### config.mk
export PLATFORM = sky130hd
export DESIGN_NAME = writeback_unit_flat
export DESIGN_NICKNAME = d
export VERILOG_FILES = /design/src/rtl/writeback_unit_pkg.sv /design/src/rtl/writeback_unit_if.sv /design/src/rtl/writeback_unit_wb_fifo.sv /design/src/rtl/writeback_unit.sv /design/src/flat_wrapper.sv
export SDC_FILE = /design/constraint.sdc
export NUM_CORES = 1
export LEC_CHECK = 0
export BUFFER_PORTS_ARGS = -buffer_cell sky130_fd_sc_hd__clkbuf_2
export CAP_MARGIN = 15
export CORE_UTILIZATION = 53
export CTS_CLUSTER_DIAMETER = 40
export DETAILED_ROUTE_END_ITERATION = 10
export PLACE_DENSITY = 0.79
export SLEW_MARGIN = 10
export SYNTH_ARGS = -nofsm -noshare
export SYNTH_HDL_FRONTEND = slang
export SYNTH_SLANG_ARGS = --single-unit
export TNS_END_PERCENT = 5
### constraint.sdc
create_clock -name clk -period 5.75 [get_ports clk]
set_input_delay 0.8625 -clock clk [delete_from_list [all_inputs] [get_ports clk]]
set_output_delay 0.8625 -clock clk [all_outputs]
set_load 0.02 [all_outputs]
### src/rtl/writeback_unit_pkg.sv
// Shared definitions for the write-back path.
// Register file and decode use the same defaults and entry record.
//   ADDRSIZE_DEF / WORDSIZE_DEF / DEPTH_DEF : default widths and load buffer depth
//   wb_entry_t                              : one pending register write {rd, data}
//   cnt_width()                             : width of an occupancy counter for a given depth
package writeback_unit_pkg;

    localparam int ADDRSIZE_DEF = 5;
    localparam int WORDSIZE_DEF = 64;
    localparam int DEPTH_DEF    = 2;

    typedef struct packed {
        logic [ADDRSIZE_DEF-1:0] rd;
        logic [WORDSIZE_DEF-1:0] data;
    } wb_entry_t;

    // A count must reach DEPTH itself, so it needs one bit more than a pointer.
    function automatic int cnt_width(input int depth);
        return $clog2(depth) + 1;
    endfunction

endpackage

### src/rtl/writeback_unit_if.sv
// Bus between the execute/load/decode stages and the write-back unit.
//   master : drives ALU results, load responses and decode source addresses
//   slave  : the write-back unit; returns ld_ready, the register file write
//            port (regwr/rd/rddata), pending flags and load buffer occupancy
interface writeback_unit_if
    import writeback_unit_pkg::*;
#(
    parameter int ADDRSIZE = ADDRSIZE_DEF,
    parameter int WORDSIZE = WORDSIZE_DEF,
    parameter int DEPTH    = DEPTH_DEF
);

    localparam int CNTW = cnt_width(DEPTH);

    logic                alu_valid;
    logic [ADDRSIZE-1:0] alu_rd;
    logic [WORDSIZE-1:0] alu_data;

    logic                ld_valid;
    logic                ld_ready;
    logic [ADDRSIZE-1:0] ld_rd;
    logic [WORDSIZE-1:0] ld_data;

    logic                regwr;
    logic [ADDRSIZE-1:0] rd;
    logic [WORDSIZE-1:0] rddata;

    logic [ADDRSIZE-1:0] rs1;
    logic [ADDRSIZE-1:0] rs2;
    logic                rs1_pend;
    logic                rs2_pend;

    logic [CNTW-1:0]     ld_count;

    modport master (
        output alu_valid, alu_rd, alu_data,
        output ld_valid, ld_rd, ld_data,
        output rs1, rs2,
        input  ld_ready, regwr, rd, rddata, rs1_pend, rs2_pend, ld_count
    );

    modport slave (
        input  alu_valid, alu_rd, alu_data,
        input  ld_valid, ld_rd, ld_data,
        input  rs1, rs2,
        output ld_ready, regwr, rd, rddata, rs1_pend, rs2_pend, ld_count
    );

endinterface

### src/rtl/writeback_unit_wb_fifo.sv
// Show-ahead load buffer for the write-back unit.
// Ports:
//   clk, rst_n            : clock, synchronous active-low reset (empties the buffer)
//   push, push_rd/data    : enqueue one entry
//   pop                   : dequeue the head; head_rd/head_data always show the head
//   count                 : number of valid entries (0..DEPTH)
//   entry_rd, entry_valid : every slot's rd and valid bit, for the pending compare
// The owner never pushes when full or pops when empty.
module wb_fifo
    import writeback_unit_pkg::*;
#(
    parameter int ADDRSIZE = ADDRSIZE_DEF,
    parameter int WORDSIZE = WORDSIZE_DEF,
    parameter int DEPTH    = DEPTH_DEF,
    parameter int CNTW     = cnt_width(DEPTH)
) (
    input  logic                            clk,
    input  logic                            rst_n,
    input  logic                            push,
    input  logic [ADDRSIZE-1:0]             push_rd,
    input  logic [WORDSIZE-1:0]             push_data,
    input  logic                            pop,
    output logic [ADDRSIZE-1:0]             head_rd,
    output logic [WORDSIZE-1:0]             head_data,
    output logic [CNTW-1:0]                 count,
    output logic [DEPTH-1:0][ADDRSIZE-1:0]  entry_rd,
    output logic [DEPTH-1:0]                entry_valid
);

    localparam int PTRW = $clog2(DEPTH);

    logic [DEPTH-1:0][ADDRSIZE-1:0] rd_mem;
    logic [WORDSIZE-1:0]            data_mem [DEPTH];
    logic [DEPTH-1:0]               valid_mem;
    logic [PTRW-1:0]                wr_ptr;
    logic [PTRW-1:0]                rd_ptr;
    logic [CNTW-1:0]                count_q;

    always_ff @(posedge clk) begin
        if (!rst_n) begin
            wr_ptr    <= '0;
            rd_ptr    <= '0;
            count_q   <= '0;
            valid_mem <= '0;
        end else begin
            // Pop is applied before push so a push into the slot just freed wins.
            if (pop) begin
                valid_mem[rd_ptr] <= 1'b0;
                rd_ptr            <= rd_ptr + PTRW'(1);
            end
            if (push) begin
                valid_mem[wr_ptr] <= 1'b1;
                rd_mem[wr_ptr]    <= push_rd;
                wr_ptr            <= wr_ptr + PTRW'(1);
            end
            count_q <= count_q + CNTW'(push) - CNTW'(pop);
        end
    end

    // Payload needs no reset; it is qualified by valid_mem.
    always_ff @(posedge clk) begin
        if (rst_n && push) begin
            data_mem[wr_ptr] <= push_data;
        end
    end

    assign head_rd     = rd_mem[rd_ptr];
    assign head_data   = data_mem[rd_ptr];
    assign count       = count_q;
    assign entry_rd    = rd_mem;
    assign entry_valid = valid_mem;

endmodule

### src/rtl/writeback_unit.sv
// Write-back unit: merges ALU results and load responses onto the single
// register file write port, buffering loads that lose arbitration.
// Ports:
//   clk   : clock
//   rst_n : synchronous active-low reset
//   bus   : writeback_unit_if.slave
//           alu_*            ALU result, always accepted
//           ld_* / ld_ready  load response handshake
//           regwr/rd/rddata  registered register file write
//           rs1/rs2 -> rs1_pend/rs2_pend  in-flight write check for decode
//           ld_count         buffered load entries
module writeback_unit
    import writeback_unit_pkg::*;
#(
    parameter int ADDRSIZE = ADDRSIZE_DEF,
    parameter int WORDSIZE = WORDSIZE_DEF,
    parameter int DEPTH    = DEPTH_DEF
) (
    input  logic             clk,
    input  logic             rst_n,
    writeback_unit_if.slave  bus
);

    localparam int CNTW = cnt_width(DEPTH);

    logic                           ld_ready;
    logic                           ld_acc;
    logic [CNTW-1:0]                count;
    logic [ADDRSIZE-1:0]            head_rd;
    logic [WORDSIZE-1:0]            head_data;
    logic [DEPTH-1:0][ADDRSIZE-1:0] entry_rd;
    logic [DEPTH-1:0]               entry_valid;

    logic                push;
    logic                pop;
    logic                sel_valid;
    logic [ADDRSIZE-1:0] sel_rd;
    logic [WORDSIZE-1:0] sel_data;
    logic                sel_write;

    logic                regwr_q;
    logic [ADDRSIZE-1:0] rd_q;
    logic [WORDSIZE-1:0] rddata_q;

    logic                rs1_hit;
    logic                rs2_hit;

    // Ready looks only at the registered count; a same-cycle pop does not
    // open a slot until the next cycle.
    assign ld_ready = rst_n && (count != CNTW'(DEPTH));
    assign ld_acc   = bus.ld_valid && ld_ready;

    // Priority: ALU, then buffered head, then the incoming load directly.
    always_comb begin
        push      = 1'b0;
        pop       = 1'b0;
        sel_valid = 1'b0;
        sel_rd    = '0;
        sel_data  = '0;
        if (bus.alu_valid) begin
            sel_valid = 1'b1;
            sel_rd    = bus.alu_rd;
            sel_data  = bus.alu_data;
            push      = ld_acc;
        end else if (count != '0) begin
            sel_valid = 1'b1;
            sel_rd    = head_rd;
            sel_data  = head_data;
            pop       = 1'b1;
            push      = ld_acc;
        end else if (ld_acc) begin
            sel_valid = 1'b1;
            sel_rd    = bus.ld_rd;
            sel_data  = bus.ld_data;
        end
    end

    // x0 entries are consumed above but never reach the register file.
    assign sel_write = sel_valid && (sel_rd != '0);

    wb_fifo #(
        .ADDRSIZE (ADDRSIZE),
        .WORDSIZE (WORDSIZE),
        .DEPTH    (DEPTH),
        .CNTW     (CNTW)
    ) u_fifo (
        .clk         (clk),
        .rst_n       (rst_n),
        .push        (push),
        .push_rd     (bus.ld_rd),
        .push_data   (bus.ld_data),
        .pop         (pop),
        .head_rd     (head_rd),
        .head_data   (head_data),
        .count       (count),
        .entry_rd    (entry_rd),
        .entry_valid (entry_valid)
    );

    // rd/rddata hold their last written value when nothing is written.
    always_ff @(posedge clk) begin
        if (!rst_n) begin
            regwr_q  <= 1'b0;
            rd_q     <= '0;
            rddata_q <= '0;
        end else begin
            regwr_q <= sel_write;
            if (sel_write) begin
                rd_q     <= sel_rd;
                rddata_q <= sel_data;
            end
        end
    end

    // A write is in flight if it sits in the buffer or is on the port now.
    always_comb begin
        rs1_hit = regwr_q && (rd_q == bus.rs1);
        rs2_hit = regwr_q && (rd_q == bus.rs2);
        for (int i = 0; i < DEPTH; i++) begin
            if (entry_valid[i] && (entry_rd[i] == bus.rs1)) rs1_hit = 1'b1;
            if (entry_valid[i] && (entry_rd[i] == bus.rs2)) rs2_hit = 1'b1;
        end
    end

    assign bus.rs1_pend = (bus.rs1 != '0) && rs1_hit;
    assign bus.rs2_pend = (bus.rs2 != '0) && rs2_hit;
    assign bus.ld_ready = ld_ready;
    assign bus.regwr    = regwr_q;
    assign bus.rd       = rd_q;
    assign bus.rddata   = rddata_q;
    assign bus.ld_count = count;

endmodule

### src/flat_wrapper.sv
// flat-port wrapper written by rule: the top's interface ports become plain ports
module writeback_unit_flat import writeback_unit_pkg::*;
#(
    parameter int ADDRSIZE = ADDRSIZE_DEF,
    parameter int WORDSIZE = WORDSIZE_DEF,
    parameter int DEPTH    = DEPTH_DEF
)
  (clk, rst_n, bus_alu_valid, bus_alu_rd, bus_alu_data, bus_ld_valid, bus_ld_rd, bus_ld_data, bus_rs1, bus_rs2, bus_ld_ready, bus_regwr, bus_rd, bus_rddata, bus_rs1_pend, bus_rs2_pend, bus_ld_count);
  writeback_unit_if #(.ADDRSIZE(ADDRSIZE), .WORDSIZE(WORDSIZE), .DEPTH(DEPTH)) bus_i ();
  input  logic clk;
  input  logic rst_n;
  input wire logic [$bits(bus_i.alu_valid)-1:0] bus_alu_valid;
  input wire logic [$bits(bus_i.alu_rd)-1:0] bus_alu_rd;
  input wire logic [$bits(bus_i.alu_data)-1:0] bus_alu_data;
  input wire logic [$bits(bus_i.ld_valid)-1:0] bus_ld_valid;
  input wire logic [$bits(bus_i.ld_rd)-1:0] bus_ld_rd;
  input wire logic [$bits(bus_i.ld_data)-1:0] bus_ld_data;
  input wire logic [$bits(bus_i.rs1)-1:0] bus_rs1;
  input wire logic [$bits(bus_i.rs2)-1:0] bus_rs2;
  output wire logic [$bits(bus_i.ld_ready)-1:0] bus_ld_ready;
  output wire logic [$bits(bus_i.regwr)-1:0] bus_regwr;
  output wire logic [$bits(bus_i.rd)-1:0] bus_rd;
  output wire logic [$bits(bus_i.rddata)-1:0] bus_rddata;
  output wire logic [$bits(bus_i.rs1_pend)-1:0] bus_rs1_pend;
  output wire logic [$bits(bus_i.rs2_pend)-1:0] bus_rs2_pend;
  output wire logic [$bits(bus_i.ld_count)-1:0] bus_ld_count;
  assign bus_i.alu_valid = bus_alu_valid;
  assign bus_i.alu_rd = bus_alu_rd;
  assign bus_i.alu_data = bus_alu_data;
  assign bus_i.ld_valid = bus_ld_valid;
  assign bus_i.ld_rd = bus_ld_rd;
  assign bus_i.ld_data = bus_ld_data;
  assign bus_i.rs1 = bus_rs1;
  assign bus_i.rs2 = bus_rs2;
  assign bus_ld_ready = bus_i.ld_ready;
  assign bus_regwr = bus_i.regwr;
  assign bus_rd = bus_i.rd;
  assign bus_rddata = bus_i.rddata;
  assign bus_rs1_pend = bus_i.rs1_pend;
  assign bus_rs2_pend = bus_i.rs2_pend;
  assign bus_ld_count = bus_i.ld_count;
  writeback_unit #(.ADDRSIZE(ADDRSIZE), .WORDSIZE(WORDSIZE), .DEPTH(DEPTH)) u_core (.clk(clk), .rst_n(rst_n), .bus(bus_i));
endmodule
=== Word-level counts from Yosys, hierarchy flattened ===
Memory sizes are Yosys's and may differ from the RTL's. A register that Yosys moved wholly into a read port is not among the register bits.
Index checks and enable logic that the tools add are counted.

* Multiplexer cells: 33
* Add/sub/neg operators: 4
* $mul: 0
* Reduce and logical (&&, ||, !) cells: 19
* Order comparisons: 4
* Shift operators: 0
* Divide/modulo/power cells: 0
* Bitwise logic cells: 3
* Equality and inequality tests: 7

{| class="wikitable"
|+ Operator list
! kind !! number
|-
| two-way mux 64 bit || 3
|-
| == test 5 bit || 6
|-
| two-way mux 5 bit || 6
|-
| two-way mux 1 bit || 17
|-
| nonzero test 5 bit || 3
|-
| logical AND 1 bit || 14
|-
| bitwise mux 10 bit || 1
|-
| two-way mux 2 bit || 3
|-
| demux 5 bit (select 1 bit) || 1
|-
| < comparator 1 x 2 -> 1 bit, second input constant || 2
|-
| adder 1 bit, second input constant || 2
|-
| adder 2 x 1 -> 2 bit || 1
|-
| AND 2 bit || 1
|-
| demux 1 bit (select 1 bit) || 2
|-
| >= comparator 1 bit, second input constant || 2
|-
| != test 2 bit, second input constant || 1
|-
| inverter 2 bit || 1
|-
| bitwise OR 2 bit || 1
|-
| AND reduction 2 bit || 1
|-
| nonzero test 2 bit || 1
|-
| subtractor 2 x 1 -> 2 bit || 1
|}

* Bits in read-only memories: 0
* Latch bits: 0
* Logic and storage cells: 80
* Register bits after elaboration: 86
* Bits in writable memories: 128
* Memories kept: 1

{| class="wikitable"
|+ Memories
! memory !! words !! bits a word !! read ports !! clocked after Yosys merged registers in !! write ports !! line !! RTL
|-
| u_core.u_fifo.data_mem || 2 || 64 || 1 || 1 || 1 || writeback_unit_wb_fifo.sv:33 || <nowiki>logic [WORDSIZE-1:0] data_mem [DEPTH];</nowiki>
|}

=== Longest topological paths before layout ===
Gate-level depths: netlist of the first run.

* Depth after elaboration: 10
* Gate-level depth with buffers: 10
* Depth with buffers taken out: 9

=== By module ===
Synthesis of the first run repeated with hierarchy kept, for this count alone.

* Cell total of the unflattened synthesis: 655
* Area total of the unflattened synthesis: 9467.8 µm²

{| class="wikitable"
|+ By module, submodules not included
! module !! cells an instance !! seq. area each (µm²) !! times used !! area an instance (µm²)
|-
| wb_fifo || 245 || 4284.1 || 1 || 5574.1
|-
| writeback_unit || 410 || 1401.3 || 1 || 3893.7
|}

=== Worst setup path after synthesis of the first run ===
No wires, ideal clock.

* Kind: input -> register
* From: input bus_alu_valid
* To: memory u_core.u_fifo.data_mem[0][0] in the netlist's numbering (enable)
* Required time: 5.250 ns
* Buffers on the path: 1
* Arrival time: 4.404 ns
* Setup time: 0.500 ns
* Slack: 0.846 ns
* Stages: 5
* Cell sequence: buf_2 -> inv_1 -> o21ai_0 -> nand3_1 -> nor2_1

* Longest elaborated chain between the ends: 4

{| class="wikitable"
|+ Ends and longest elaborated chain
! item !! line !! RTL
|-
| start, declared || flat_wrapper.sv:12 || <nowiki>input wire logic [$bits(bus_i.alu_valid)-1:0] bus_alu_valid;</nowiki>
|-
| two-way mux 1 bit || writeback_unit.sv:60 || <nowiki>if (bus.alu_valid) begin</nowiki>
|-
| logical AND 1 bit || writeback_unit_wb_fifo.sv:62 || <nowiki>if (rst_n && push) begin</nowiki>
|-
| two-way mux 1 bit || writeback_unit_wb_fifo.sv:62 ||
|-
| two-way mux 1 bit (not written as such) || writeback_unit_wb_fifo.sv:63 || <nowiki>data_mem[wr_ptr] <= push_data;</nowiki>
|-
| end, declared || writeback_unit_wb_fifo.sv:33 ||
|}

No other way between the ends.

=== Worst setup path after layout of the first run ===
* From: input bus_alu_valid
* To: register u_core.rddata_q[40], in the netlist u_core.bus.rddata[40]

* Longest elaborated chain between the ends: 3

{| class="wikitable"
|+ Ends and longest elaborated chain
! item !! line !! RTL
|-
| two-way mux 5 bit || writeback_unit.sv:60 ||
|-
| nonzero test 5 bit || writeback_unit.sv:79 || <nowiki>assign sel_write = sel_valid && (sel_rd != '0);</nowiki>
|-
| logical AND 1 bit || writeback_unit.sv:79 ||
|-
| end signal, assigned || writeback_unit.sv:110 || <nowiki>rddata_q <= sel_data;</nowiki>
|-
| end, declared || writeback_unit.sv:43 || <nowiki>logic [WORDSIZE-1:0] rddata_q;</nowiki>
|}

Several ways; a longest one is shown, not always the timed one.
A chain may end at the register's enable or synchronous reset.

==> impl_metrics.csv, run 1 <==
group,metric,value,unit
outcome,status,"complete, but fails checks",
outcome,violations,"design-rule violations",
sta,tightestPinTransition,1.08,ns
placed_design,preCtsSetupSlack,1.50,ns
final_layout,drive_gt1_share,41.0,%
final_layout,fill_cells,1202,
routing,drtAntennaViolNets,0,
global_route,grt_pass1_wl,37000,um
power,power_density,440,nW/um^2
hold_path,min_path_type,"reg2reg",
sta,fin_crit_sh,65.6,%
routing,firstDrtPassIters,11,
clock_tree,cts_root_buf,"clkbuf_16",
run,drv_cap,0,
global_route,grtUsageTotal,26.7,%
global_route,grt_max_degree,81,
yosys,ys_seq_elements,215,
clock_tree,post_cts_resized,0,
yosys,ys.flop_type,"edfxtp_1",
routing,vias,7125,
setup_path,cp_slowest_cell,"or3_2",
sta,hold_viol,0,
setup_path,endpoint,"u_core.bus.rddata[40]$_SDFFE_PN0P_",
global_route,antenna_found_initial,0,
power,vdd_drop_max,0.253,mV
clock_tree,path_clk_slew,0.05,ns
sta,tns,0,ns
sta,clock.fmax,0.265,GHz
clock_tree,clock_latency,0.52,ns
setup_path,end_kind,"flop",
sta,worst_clock_skew,0.00950,ns
placed_design,io_buffers,226,
final_layout,synthToLayoutAreaGrowth,23.7,%
placed_design,gp_congestion,0.903,
clock_tree,cts_buffer_depth,3,
sta,grt_setup_unrepaired,"false",
setup_path,required,6.20,ns
final_layout,finish.instance_area,11200,sq um
yosys,yosysSeqAreaShare,62.8,%
sta,fin_crit,3.77,ns
setup_path,reg2reg_from,"u_core.u_fifo.count[1]$_SDFF_PN0_",
setup_path,r2r_slack,2.70,ns
yosys,syn_inst,655,
setup_path,crit_fanout,50,
yosys,ys_warn_count,0,
setup_path,crit_type,"in2reg",
floorplanning,die_area,17600,sq um
setup_path,worst_setup_path_start_kind,"input pin",
floorplanning,core_area,16600,sq um
sta,fin_hold_ws,0.539,ns
final_layout,fin_nets,1006,
clock_tree,cts_sinks,215,
sta,setup_viol,0,
yosys,synth_area,9050,sq um
placed_design,dpl_cell_area,10300,sq um
clock_tree,hold_buffers,0,
floorplanning,die_height,133,um
routing,wl,24000,um
sta,drv_slew,0,
setup_path,reg2reg_to,"u_core.bus.rddata[40]$_SDFFE_PN0P_",
placed_design,post-dp-hpwl,14300,um
clock_tree,cts.htree.levels,1,
routing,routed_via_density,6.53,
floorplanning,boundaryPins,227,
yosys,ys_async_sr_fraction,0,%
clock_tree,tritoncts,"yes",
global_route,grt_pass1_vias,6991,
yosys,synth_top_cell_by_area,"edfxtp_1",
setup_path,reg2reg_depth,7,
floorplanning,start_util,54.4,%
yosys,syn_nets,809,
setup_path,path_cells,"clkbuf_2, o21bai_1, inv_2, a32oi_1, nand4_1, or3_2, buf_4, a21oi_1",
yosys,synthTopCellsByArea,"edfxtp_1, dfxtp_1, mux2_2",
sta,slew_headroom,27.8,%
clock_tree,numCtsBuffers,25,
yosys,synth_top_area_share,45.8,%
power,p_leak,4.24,nW
yosys,avgSynthCellArea,13.8,sq um
setup_path,worst-endpoint-arrival,4.22,ns
global_route,grt_overflow_total,0,
clock_tree,post_cts.repair.setup_buffers,0,
sta,layout_setup_ws,1.98,ns
final_layout,n_antenna_cell,0,
yosys,yosys.cell_types.count,35,
yosys,synth_edf_count,138,
floorplanning,num_rows,47,
setup_path,cp_slowest_stage_delay,0.92,ns
floorplanning,fp.dieW,133,um
routing,drt_iter0_drc,1068,
routing,drc,2,
setup_path,cp-startpoint,"bus_alu_valid",
routing,wire_per_inst,22.0,um
-- worst max-delay path, delay by kind of cell --
family,cells,cell delay (ns)
compound gates,3,0.77
simple gates,2,1.10
buf+inv,3,1.42
-- cell type report --
| class | instances | area [sq um] | share of cell area (%) |
|---|---|---|---|
| tap | 220 | 275 | 2.46 |
| multi-input combinational | 366 | 3050 | 27.3 |
| clock buffer | 28 | 647 | 5.77 |
| sequential | 215 | 5690 | 50.8 |
| clock inverter | 18 | 285 | 2.55 |
| timing repair buffer | 238 | 1230 | 11.0 |
| inverter | 6 | 22.5 | 0.201 |
-- worst min-delay path by stage --
stage,startpoint,end,slack (ns),cells after the start
after floorplan,u_core.u_fifo.entry_valid[0]$_SDFF_PN0_,u_core.u_fifo.entry_valid[0]$_SDFF_PN0_,0.55,2
after global placement,u_core.bus.rddata[2]$_SDFFE_PN0P_,u_core.bus.rddata[2]$_SDFFE_PN0P_,0.51,2
after detailed placement,u_core.bus.rddata[37]$_SDFFE_PN0P_,u_core.bus.rddata[37]$_SDFFE_PN0P_,0.52,2
after CTS,bus_ld_data[3],u_core.u_fifo.data_mem[1][3]$_DFFE_PP_,0.53,1
after global routing,bus_ld_data[3],u_core.u_fifo.data_mem[0][3]$_DFFE_PP_,0.53,1
final,u_core.bus.rddata[59]$_SDFFE_PN0P_,u_core.bus.rddata[59]$_SDFFE_PN0P_,0.54,2
-- registers in the layout (all words and copies together) (netlist names), named ones only --
signal / cells
u_core.u_fifo.data_mem: 128
u_core.bus.rddata: 64
u_core.u_fifo.entry_rd: 10
u_core.bus.rd: 5
u_core.u_fifo.count: 2
u_core.u_fifo.entry_valid: 2
u_core.bus.regwr: 1
u_core.u_fifo.rd_ptr: 1
u_core.u_fifo.wr_ptr: 1
-- cell usage in the layout, fill, tap and decap left out, types with 3 or more instances in the layout --
cell type,count
a222oi_1,63
clkinv_4,4
a31oi_1,3
buf_4,11
clkbuf_16,25
clkbuf_2,226
o21a_1,9
inv_1,5
xnor2_1,9
bufinv_16,6
nand2_1,6
nor4_1,6
xor2_1,24
nor2_1,3
nor3_1,5
clkinv_2,3
o41ai_1,64
a21oi_1,67
and2_1,5
edfxtp_1,138
mux2_2,67
dfxtp_1,76
nand3_1,9
-- cell families (layout without fill, tap and decap cells) --
group / count (synthesis) / count (layout) / share of synthesized area, %
buf+inv: 74 / 290 / 3.69
simple gates: 45 / 45 / 2.75
xor+xnor: 33 / 33 / 3.19
compound gates: 217 / 217 / 18.8
mux: 69 / 69 / 8.55
flops: 215 / 215 / 62.8
fa+ha+maj: 2 / 2 / 0.276
-- metrics by stage --
step / utilization (%) / total power, mW / cells
2_1_floorplan: - / 2.82 / 655
3_3_place_gp: 61.7 / 3.17 / 1045
3_5_place_dp: 61.7 / 3.20 / 1045
4_1_cts: 67.3 / 4.94 / 1091
5_1_grt: 67.3 / 5.11 / 1091
6_report: 67.3 / 4.93 / 1091
-- power breakdown --
part / internal [mW] / switching (mW)
clock: 1.10 / 0.647
sequential: 1.83 / 0.139
combinational: 0.457 / 0.764
-- layer usage --
| layer | vias to the layer above | routed length, um | track usage, % |
|---|---|---|---|
| li1 | 3133 | - | - |
| met1 | 3492 | 9320 | 35.5 |
| met2 | 440 | 11800 | 44.2 |
| met3 | 60 | 2040 | 3.79 |
| met4 | 0 | 818 | 10.9 |
| met5 | - | 0 | 0 |
-- Yosys cell counts (3+ instances only) --
master / instances
edfxtp_1: 138
dfxtp_1: 77
a21oi_1: 67
mux2_2: 67
o41ai_1: 64
a222oi_1: 63
clkbuf_1: 55
xor2_1: 24
nand3_1: 9
o21a_1: 9
xnor2_1: 9
buf_6: 7
and2_1: 6
inv_1: 6
nand2_1: 6
nor4_1: 6
nor2_1: 5
nor3_1: 5
a31oi_1: 3
buf_1: 3
buf_2: 3
(Power assumes the default switching activity.)
==> inputs of run 2 (changes only) <==
clock period = 3.86 ns   (was 5.75 ns; I/O delays follow)
==> impl_metrics.csv, run 2 (synthesis gave the netlist of run 1 again) <==
group,metric,value,unit
outcome,status,"complete, but fails checks",
outcome,violations,"design-rule violations",
routing,routed_via_density,6.41,
placed_design,preCtsSetupSlack,0.780,ns
floorplanning,die_area,17600,sq um
floorplanning,fp.dieW,133,um
final_layout,finish.instance_area,11200,sq um
floorplanning,start_util,54.4,%
hold_path,min_path_type,"in2reg",
final_layout,largest_reg_flops,128,
sta,layout_setup_ws,1.14,ns
setup_path,worst_setup_path_start_kind,"flop",
clock_tree,tritoncts,"yes",
run,drv_cap,0,
floorplanning,boundaryPins,227,
global_route,antenna_found_initial,0,
floorplanning,core_area,16600,sq um
setup_path,end_kind,"flop",
final_layout,fin_nets,1009,
clock_tree,post_cts.repair.setup_buffers,0,
sta,fin_crit,2.72,ns
clock_tree,cts_sinks,215,
final_layout,synthToLayoutAreaGrowth,23.8,%
sta,hold_viol,0,
setup_path,crit_fanout,38,
power,vdd_drop_max,0.514,mV
clock_tree,post_cts_resized,0,
placed_design,placed_cells,1047,
clock_tree,cts.htree.levels,1,
placed_design,gp_congestion,0.910,
global_route,grt_max_degree,81,
floorplanning,die_height,133,um
sta,slew_headroom,42.7,%
floorplanning,num_rows,47,
global_route,grt_pass1_wl,36500,um
setup_path,cp_slowest_cell,"or3_2",
final_layout,top_register,"u_core.u_fifo.data_mem",
power,power_density,644,nW/um^2
global_route,grt_pass1_vias,6971,
final_layout,final_common_cell,"clkbuf_2",
sta,tightestPinTransition,0.860,ns
clock_tree,hold_buffers,0,
routing,firstDrtPassIters,11,
setup_path,required,4.29,ns
sta,grt_setup_unrepaired,"false",
setup_path,cp_slowest_stage_delay,0.80,ns
final_layout,drive_gt1_share,40.8,%
routing,wl,23500,um
sta,fin_crit_sh,70.5,%
placed_design,post-dp-hpwl,14000,um
setup_path,worst-endpoint-arrival,3.15,ns
clock_tree,cts_root_buf,"clkbuf_16",
setup_path,crit_family,"simple AND/OR/NAND/NOR gates",
routing,drtAntennaViolNets,0,
sta,setup_viol,0,
sta,clock.fmax,0.368,GHz
placed_design,io_buffers,226,
sta,worst_clock_skew,0.0122,ns
final_layout,n_antenna_cell,0,
final_layout,layoutNonFillerInstCount,1093,
setup_path,path_buf_inv,1,
clock_tree,path_clk_slew,0.06,ns
setup_path,path_cells,"and4bb_4, and2_2, a221o_2, or3_2, buf_12, a21oi_1",
routing,drc,1,
routing,drt_iter0_drc,854,
power,p_leak,4.24,nW
global_route,grtUsageTotal,26.2,%
sta,drv_slew,0,
final_layout,layout_common_cells,"clkbuf_2, edfxtp_1, dfxtp_1",
clock_tree,cts_buffer_depth,3,
placed_design,dpl_cell_area,10300,sq um
clock_tree,clock_latency,0.51,ns
setup_path,crit_type,"reg2reg",
clock_tree,numCtsBuffers,26,
global_route,grt_overflow_total,0,
routing,wire_per_inst,21.5,um
routing,vias,7009,
-- run 2: area by class of cell --
cell class | count | area [sq um]
Sequential cell | 215 | 5690
Fill cell | 1248 | 5430
Multi-Input combinational cell | 366 | 3050
Timing Repair Buffer | 240 | 1290
Clock buffer | 32 | 704
Tap cell | 220 | 275
Clock inverter | 14 | 179
Inverter | 6 | 22.5
-- run 2: worst paths after layout --
check                                          start                                 endpoint  slack (ns)  cells past startpoint
hold reg to reg   u_core.bus.rddata[44]$_SDFFE_PN0P_       u_core.bus.rddata[44]$_SDFFE_PN0P_        0.54                      2
setup / recovery   u_core.u_fifo.count[1]$_SDFF_PN0_       u_core.bus.rddata[25]$_SDFFE_PN0P_        1.14                      6
setup reg to reg   u_core.u_fifo.count[1]$_SDFF_PN0_       u_core.bus.rddata[25]$_SDFFE_PN0P_        1.14                      6
hold / removal                       bus_ld_data[19]  u_core.u_fifo.data_mem[1][19]$_DFFE_PP_        0.28                      1
-- run 2: layer usage --
layer	up-vias	track usage [%]	part of all wire, %
met2	437	43.1	48
met4	0	11.4	3.3
met3	51	3.98	8.8
met5	-	0	0
li1	3150	-	-
met1	3371	34.6	40
-- run 2: worst register-to-register path, delay by kind of cell, from the launching register on --
kind	cells	cell delay, ns
AOI/OAI and AO/OA	2	0.54
buffers and inverters	1	0.30
and+or+nand+nor	3	1.31
DFF	1	0.51
-- run 2: through the flow --
step | setup TNS [ns] | hold WS, ns | total power, mW | utilization [%]
after floorplan | -52.49 | 0.552 | 4.19 | -
after global placement | 0 | 0.514 | 4.74 | 62.0
after detailed placement | 0 | 0.523 | 4.78 | 62.0
after CTS | 0 | 0.261 | 7.23 | 67.3
after global routing | 0 | 0.268 | 7.49 | 67.3
final | 0 | 0.277 | 7.22 | 67.3
-- run 2: report_power, final --
group          switching (mW)  internal, mW  total, mW
Combinational            1.16         0.703       1.86
Clock                   0.934          1.51       2.45
Sequential              0.184          2.72       2.91
Total                    2.27          4.94       7.22
